==> src/rtl/time_setter_if.sv <==
// time_setter_if: target request, live timekeeper time and set pulses between time_setter and its environment.
interface time_setter_if;
  logic       AM_mode;
  logic       start;
  logic [5:0] tgt_hr;
  logic [5:0] tgt_min;
  logic       tgt_pm;
  logic [5:0] curr_hr;
  logic [5:0] curr_min;
  logic [5:0] curr_sec;
  logic       curr_AM_PM;
  logic       add_hour;
  logic       add_minute;
  logic       busy;
  logic       done;
  logic       error;
  logic [7:0] step_count;
  modport master (
    input  AM_mode, start, tgt_hr, tgt_min, tgt_pm, curr_hr, curr_min, curr_sec, curr_AM_PM,
    output add_hour, add_minute, busy, done, error, step_count
  );
  modport slave (
    output AM_mode, start, tgt_hr, tgt_min, tgt_pm, curr_hr, curr_min, curr_sec, curr_AM_PM,
    input  add_hour, add_minute, busy, done, error, step_count
  );
endinterface

==> src/rtl/time_setter.sv <==
// time_setter: pulses the timekeeper's add_minute/add_hour until the live time matches a target.
module time_setter #(
  parameter int MAX_STEPS = 200
) (
  input logic          clk,
  input logic          reset_n,
  time_setter_if.master bus
);
  typedef enum logic [1:0] {IDLE, CHECK, APPLY} state_t;
  state_t     state_q;
  logic       am_q, tgt_pm_q, add_hour_q, add_minute_q, busy_q, done_q, error_q;
  logic [5:0] tgt_hr_q, tgt_min_q;
  logic [7:0] step_q, step_d;
  logic       min_ok, hr_ok, tgt_bad, hold_off;
  always_comb begin
    min_ok   = bus.curr_min == tgt_min_q;
    hr_ok    = bus.curr_hr == tgt_hr_q && (!am_q || bus.curr_AM_PM == tgt_pm_q);
    tgt_bad  = bus.tgt_min > 6'd59 || (bus.AM_mode ? (bus.tgt_hr == 6'd0 || bus.tgt_hr > 6'd12)
                                                   : bus.tgt_hr > 6'd23);
    // a pulse landing on the sec==59 edge is lost and the natural carry races the compare
    hold_off = bus.curr_sec == 6'd58 || bus.curr_sec == 6'd59;
    step_d   = step_q + 8'd1;
  end
  always_ff @(posedge clk or negedge reset_n) begin
    if (!reset_n) begin
      state_q      <= IDLE;
      am_q         <= 1'b0;
      tgt_pm_q     <= 1'b0;
      tgt_hr_q     <= '0;
      tgt_min_q    <= '0;
      step_q       <= '0;
      add_hour_q   <= 1'b0;
      add_minute_q <= 1'b0;
      busy_q       <= 1'b0;
      done_q       <= 1'b0;
      error_q      <= 1'b0;
    end else begin
      done_q       <= 1'b0;
      error_q      <= 1'b0;
      add_hour_q   <= 1'b0;
      add_minute_q <= 1'b0;
      case (state_q)
        IDLE: if (bus.start) begin
          tgt_hr_q  <= bus.tgt_hr;
          tgt_min_q <= bus.tgt_min;
          tgt_pm_q  <= bus.tgt_pm;
          am_q      <= bus.AM_mode;
          step_q    <= '0;
          busy_q    <= !tgt_bad;
          error_q   <= tgt_bad;
          state_q   <= tgt_bad ? IDLE : CHECK;
        end
        CHECK: begin
          if (bus.AM_mode != am_q) begin
            error_q <= 1'b1;
            busy_q  <= 1'b0;
            state_q <= IDLE;
          end else if (hold_off) begin
            state_q <= CHECK;
          end else if (min_ok && hr_ok) begin
            done_q  <= 1'b1;
            busy_q  <= 1'b0;
            state_q <= IDLE;
          end else if (step_q == 8'(MAX_STEPS)) begin
            error_q <= 1'b1;
            busy_q  <= 1'b0;
            state_q <= IDLE;
          end else begin
            // minutes first: a 59->0 wrap carries into the hour
            add_minute_q <= !min_ok;
            add_hour_q   <= min_ok;
            step_q       <= step_d;
            state_q      <= APPLY;
          end
        end
        APPLY: state_q <= CHECK;
        default: state_q <= IDLE;
      endcase
    end
  end
  assign bus.add_hour   = add_hour_q;
  assign bus.add_minute = add_minute_q;
  assign bus.busy       = busy_q;
  assign bus.done       = done_q;
  assign bus.error      = error_q;
  assign bus.step_count = step_q;
endmodule

==> src/flat_wrapper.sv <==
// flat-port wrapper written by rule: the top's interface ports become plain ports
module time_setter_flat 
#(
  parameter int MAX_STEPS = 200
)
  (clk, reset_n, bus_AM_mode, bus_start, bus_tgt_hr, bus_tgt_min, bus_tgt_pm, bus_curr_hr, bus_curr_min, bus_curr_sec, bus_curr_AM_PM, bus_add_hour, bus_add_minute, bus_busy, bus_done, bus_error, bus_step_count);
  time_setter_if bus_i ();
  input logic clk;
  input logic reset_n;
  input wire logic [$bits(bus_i.AM_mode)-1:0] bus_AM_mode;
  input wire logic [$bits(bus_i.start)-1:0] bus_start;
  input wire logic [$bits(bus_i.tgt_hr)-1:0] bus_tgt_hr;
  input wire logic [$bits(bus_i.tgt_min)-1:0] bus_tgt_min;
  input wire logic [$bits(bus_i.tgt_pm)-1:0] bus_tgt_pm;
  input wire logic [$bits(bus_i.curr_hr)-1:0] bus_curr_hr;
  input wire logic [$bits(bus_i.curr_min)-1:0] bus_curr_min;
  input wire logic [$bits(bus_i.curr_sec)-1:0] bus_curr_sec;
  input wire logic [$bits(bus_i.curr_AM_PM)-1:0] bus_curr_AM_PM;
  output wire logic [$bits(bus_i.add_hour)-1:0] bus_add_hour;
  output wire logic [$bits(bus_i.add_minute)-1:0] bus_add_minute;
  output wire logic [$bits(bus_i.busy)-1:0] bus_busy;
  output wire logic [$bits(bus_i.done)-1:0] bus_done;
  output wire logic [$bits(bus_i.error)-1:0] bus_error;
  output wire logic [$bits(bus_i.step_count)-1:0] bus_step_count;
  assign bus_i.AM_mode = bus_AM_mode;
  assign bus_i.start = bus_start;
  assign bus_i.tgt_hr = bus_tgt_hr;
  assign bus_i.tgt_min = bus_tgt_min;
  assign bus_i.tgt_pm = bus_tgt_pm;
  assign bus_i.curr_hr = bus_curr_hr;
  assign bus_i.curr_min = bus_curr_min;
  assign bus_i.curr_sec = bus_curr_sec;
  assign bus_i.curr_AM_PM = bus_curr_AM_PM;
  assign bus_add_hour = bus_i.add_hour;
  assign bus_add_minute = bus_i.add_minute;
  assign bus_busy = bus_i.busy;
  assign bus_done = bus_i.done;
  assign bus_error = bus_i.error;
  assign bus_step_count = bus_i.step_count;
  time_setter #(.MAX_STEPS(MAX_STEPS)) u_core (.clk(clk), .reset_n(reset_n), .bus(bus_i));
endmodule
==> config.mk <==
export PLATFORM = sky130hd
export DESIGN_NAME = time_setter_flat
export DESIGN_NICKNAME = d
export VERILOG_FILES = /design/src/rtl/time_setter_if.sv /design/src/rtl/time_setter.sv /design/src/flat_wrapper.sv
export SDC_FILE = /design/constraint.sdc
export NUM_CORES = 1
export LEC_CHECK = 0
export CAP_MARGIN = 20
export CORE_MARGIN = 2
export CORE_UTILIZATION = 37
export DETAILED_ROUTE_END_ITERATION = 8
export PLACE_DENSITY = 0.77
export SLEW_MARGIN = 20
export SYNTH_ARGS = -nofsm -noshare
export SYNTH_HDL_FRONTEND = slang
export SYNTH_SLANG_ARGS = --single-unit
==> constraint.sdc <==
create_clock -name clk -period 2 [get_ports clk]
set_clock_uncertainty 0.2 [all_clocks]
set_input_delay 0.4 -clock clk [delete_from_list [all_inputs] [get_ports clk]]
set_output_delay 0.4 -clock clk [all_outputs]
set_load 0.05 [all_outputs]
==> flow_results.org <==
** Layout
- In the final layout, the share of cells above drive strength 1 is 0.235.
- At the end of the flow the core is filled with cells to 0.560.
- The finished layout holds 276 standard cells, fillers aside.
- Fillers :: 373
- The library cell used most frequently in the layout, excluding fill and tap cells, is sky130_fd_sc_hd__nand2_1.
- Commonest cells after routing, fill and taps aside :: 45 x sky130_fd_sc_hd__nand2_1, 30 x sky130_fd_sc_hd__clkdlybuf4s50_1, 24 x sky130_fd_sc_hd__buf_4
- From synthesis to final layout, the design area changed by 46.1%.
- Total inserted antenna cells :: 0
- For this run, the post-layout net count is 263.

** Critical path
- Kind of launch point of the worst setup path :: primary input
- The critical path in this run is classified as primary input to flop.
- Req. time, crit path :: 1950 ps
- Maximum fanout along the worst path :: 8
- Critical Path End Type :: flop
- WP data arrival :: 1910 ps

** Global routing
- Entering global routing, the biggest net connects 30 pins.
- Overall fraction of global-route tracks in use :: 0.157
- The initial antenna violation count was 0.
- First-pass GRT wire length :: 5400 µm
- Summed over all layers, the global routing overflow is 0.
- The via count of the first global-routing pass is 1259.

** Timing
- Maximum clock rate :: 511 MHz
- The clock period could shrink to 1960 ps.
- Max-slew violations :: 0
- Final worst path period share :: 0.979
- Total Neg Setup Slack :: 0 ps
- Setup violations remaining at the end of the flow were counted as 0.
- Transition at the pin with the smallest max-transition slack :: 366 ps
- Measured against its own limit, the worst slew margin works out to 0.756.
- Unrepaired setup endpoints after global routing :: true
- Count of final hold-check violations :: 0
- Setup slack after layout :: 42.0 ps

** Run
- Max-cap viol count :: 0

** Clock tree
- Number of clock sinks seen by CTS :: 29
- At the later pin of the worst-skew pair, clock insertion delay measures 270 ps.
- The number of setup buffers added after CTS is 0.
- Depth of the CTS H-tree :: 2
- Quantity of hold-fixing buffers added after cts :: 0
- CTS tree :: done
- After clock tree synthesis, the clock-pin slew on the worst setup and hold paths is 60 ps.
- Clock tree root driver cell :: sky130_fd_sc_hd__clkbuf_8
- TritonCTS created 5 clock buffers.
- In this run the deepest clock path goes through 2 buffers.

** Route
- Dividing the detail-routed wire length by the instance count gives 12.3 µm.
- Number of detailed-routing iterations run before antenna repair :: 4
- In the routed layout, each cell is associated on average with a via count of 4.93.
- Total routed wirelength :: 3390 µm
- For this block, the via count after detailed routing is 1360.
- The count of nets left with antenna violations once routing finished came out at 0.
- Number of violations reported at the end of detailed-routing iteration 0 :: 64
- For this run, design rule violations remaining after detail routing come to 0.

** Power and ir drop
- The worst-case IR drop observed on VDD is 0.549 mV.
- Power density over the cells :: 1190 mW/mm²
- Leakage power of the design :: 0.00110 µW
- PnR Total Power :: 2640 µW

** Logic synthesis
- Synthesis-stage register bit count :: 29
- The cell area that synthesis handed to floorplanning was 0.00152 mm².
- Of the synthesized area, sequential elements account for 0.477.
- Gate count of the mapped netlist :: 164
- Cell variety after synth :: 39
- Counting every net in the synthesized netlist gives 202.
- Mean instance size in the synthesized netlist :: 9.28 µm²
- Yosys synthesis warning count :: 0

** Placed design
- Placed insts :: 268
- Detailed placement ended at an HPWL of 2610 µm.
- Routability-driven placement finished with a final weighted congestion of 0.853.
- Buffers placed on the I/O ports in this run total 47.
- Timing analysis after detailed placement gives a worst setup slack of -344 ps.

** Floorplanning
- The core region is 0.00397 mm².
- Measured along the x axis, the die boundary spans 68.2 µm.
- Number of cell rows :: 23
- Total Die Area :: 0.00464 mm²
- Initial standard-cell utilization of the core :: 0.383
- Height of the chip :: 68.2 µm
- 49 I/O pins were placed.

** Hold path
- Worst hold path class :: primary input to flop

** Status
- The flow ran to the end, and the final reports show no timing, DRC or antenna violations.
==> through the flow <==
step | instance area, µm² | hold WS, ps
after floorplan | 1550 | -95.6
after global placement | 2110 | 275
after detailed placement | 2110 | 286
after CTS | 2210 | 302
after global routing | 2220 | 258
final | 2220 | 242
==> state kept, by name, indices dropped and copies added, names as in the netlist <==
signal / cells
u_core.bus.add_minute: 1
u_core.bus.done: 1
u_core.bus.busy: 1
u_core.state_q: 2
u_core.bus.add_hour: 1
u_core.tgt_hr_q: 6
u_core.tgt_min_q: 6
u_core.bus.error: 1
u_core.bus.step_count: 8
u_core.am_q: 1
u_core.tgt_pm_q: 1
==> what timing repair did <==
item,CTS,global route
setup endpoints to repair,8,6
gates resized for setup,7,2
endpoints found under the hold margin,0,0
pin swaps,4,2
==> critical path, stage by stage <==
cell                              delay, ps
sky130_fd_sc_hd__clkdlybuf4s50_1        410
sky130_fd_sc_hd__xor2_1                 170
sky130_fd_sc_hd__nor4_4                 280
sky130_fd_sc_hd__nand4_2                160
sky130_fd_sc_hd__and2_4                 200
sky130_fd_sc_hd__a221o_1                290
==> synthesized netlist by cell type (all sizes together) <==
library cell	instances	share of area
a31oi	2	0.0082
o31a	1	0.0058
a211oi	2	0.0099
a22o	1	0.0066
a21bo	1	0.0066
o211ai	1	0.0049
o22ai	1	0.0041
a21o	1	0.0049
o211a	2	0.013
a21oi	1	0.0033
buf	1	0.0074
a32oi	1	0.0058
inv	6	0.015
o21ai	4	0.013
and4b	1	0.0066
nand2	45	0.11
o31ai	4	0.020
xor2	15	0.086
nand2b	1	0.0041
and3	4	0.017
a41oi	2	0.012
a221o	1	0.0066
mux2	1	0.0074
or3	1	0.0041
clkbuf	4	0.0099
nor4	3	0.022
a21boi	1	0.0049
ha	2	0.016
nand4	3	0.016
nor2b	4	0.016
nand3	5	0.016
nor2	10	0.025
and2	2	0.0099
dfrtp	29	0.48
nor3	1	0.0033
==> cell type report <==
| class | count | area (µm²) | area share |
|---|---|---|---|
| repair buffers | 59 | 531 | 0.238 |
| well taps | 50 | 62.6 | 0.0281 |
| flip-flops and latches | 29 | 734 | 0.330 |
| multi-input cells | 124 | 792 | 0.356 |
| inverters | 6 | 22.5 | 0.0101 |
| clock buffers | 6 | 72.6 | 0.0326 |
| clock inverters | 2 | 10.0 | 0.00450 |
==> worst paths after layout <==
kind,cells after the start,slack [ps],to,startpoint
min in group asynchronous,2,310,u_core.am_q$_DFFE_PN0P_,reset_n
max reg2reg,5,80,u_core.bus.step_count[7]$_DFFE_PN0P_,u_core.tgt_min_q[3]$_DFFE_PN0P_
max,6,40,u_core.bus.step_count[7]$_DFFE_PN0P_,bus_curr_min[5]
min,3,240,u_core.am_q$_DFFE_PN0P_,bus_AM_mode
max in group asynchronous,2,1000,u_core.bus.step_count[4]$_DFFE_PN0P_,reset_n
min reg2reg,2,300,u_core.tgt_hr_q[2]$_DFFE_PN0P_,u_core.tgt_hr_q[2]$_DFFE_PN0P_
==> per-layer routing <==
metal | vias to the layer above | track usage | share of wire | wire [µm]
met2 | 24 | 0.260 | 0.51 | 1720
li1 | 681 | - | - | -
met4 | 0 | 0.0700 | 0.010 | 34
met3 | 2 | 0.0313 | 0.035 | 119
met1 | 653 | 0.197 | 0.45 | 1520
met5 | - | 0 | 0 | 0
==> report_power, final <==
part / total (µW) / internal (µW) / leakage [µW] / switching, µW
clock network: 441 / 240 / 0.0000450 / 201
logic: 1210 / 519 / 0.000695 / 693
registers: 990 / 805 / 0.000364 / 185
==> kinds of logic after synthesis <==
| logic type | count (synthesis) | share of synthesized area |
|---|---|---|
| simple gates | 80 | 0.252 |
| flops | 29 | 0.477 |
| compound gates | 26 | 0.129 |
| xor+xnor | 15 | 0.0863 |
| buf+inv | 11 | 0.0320 |
| fa+ha+maj | 2 | 0.0164 |
| mux | 1 | 0.00739 |
No activity file was read; power rests on OpenSTA's default activity.
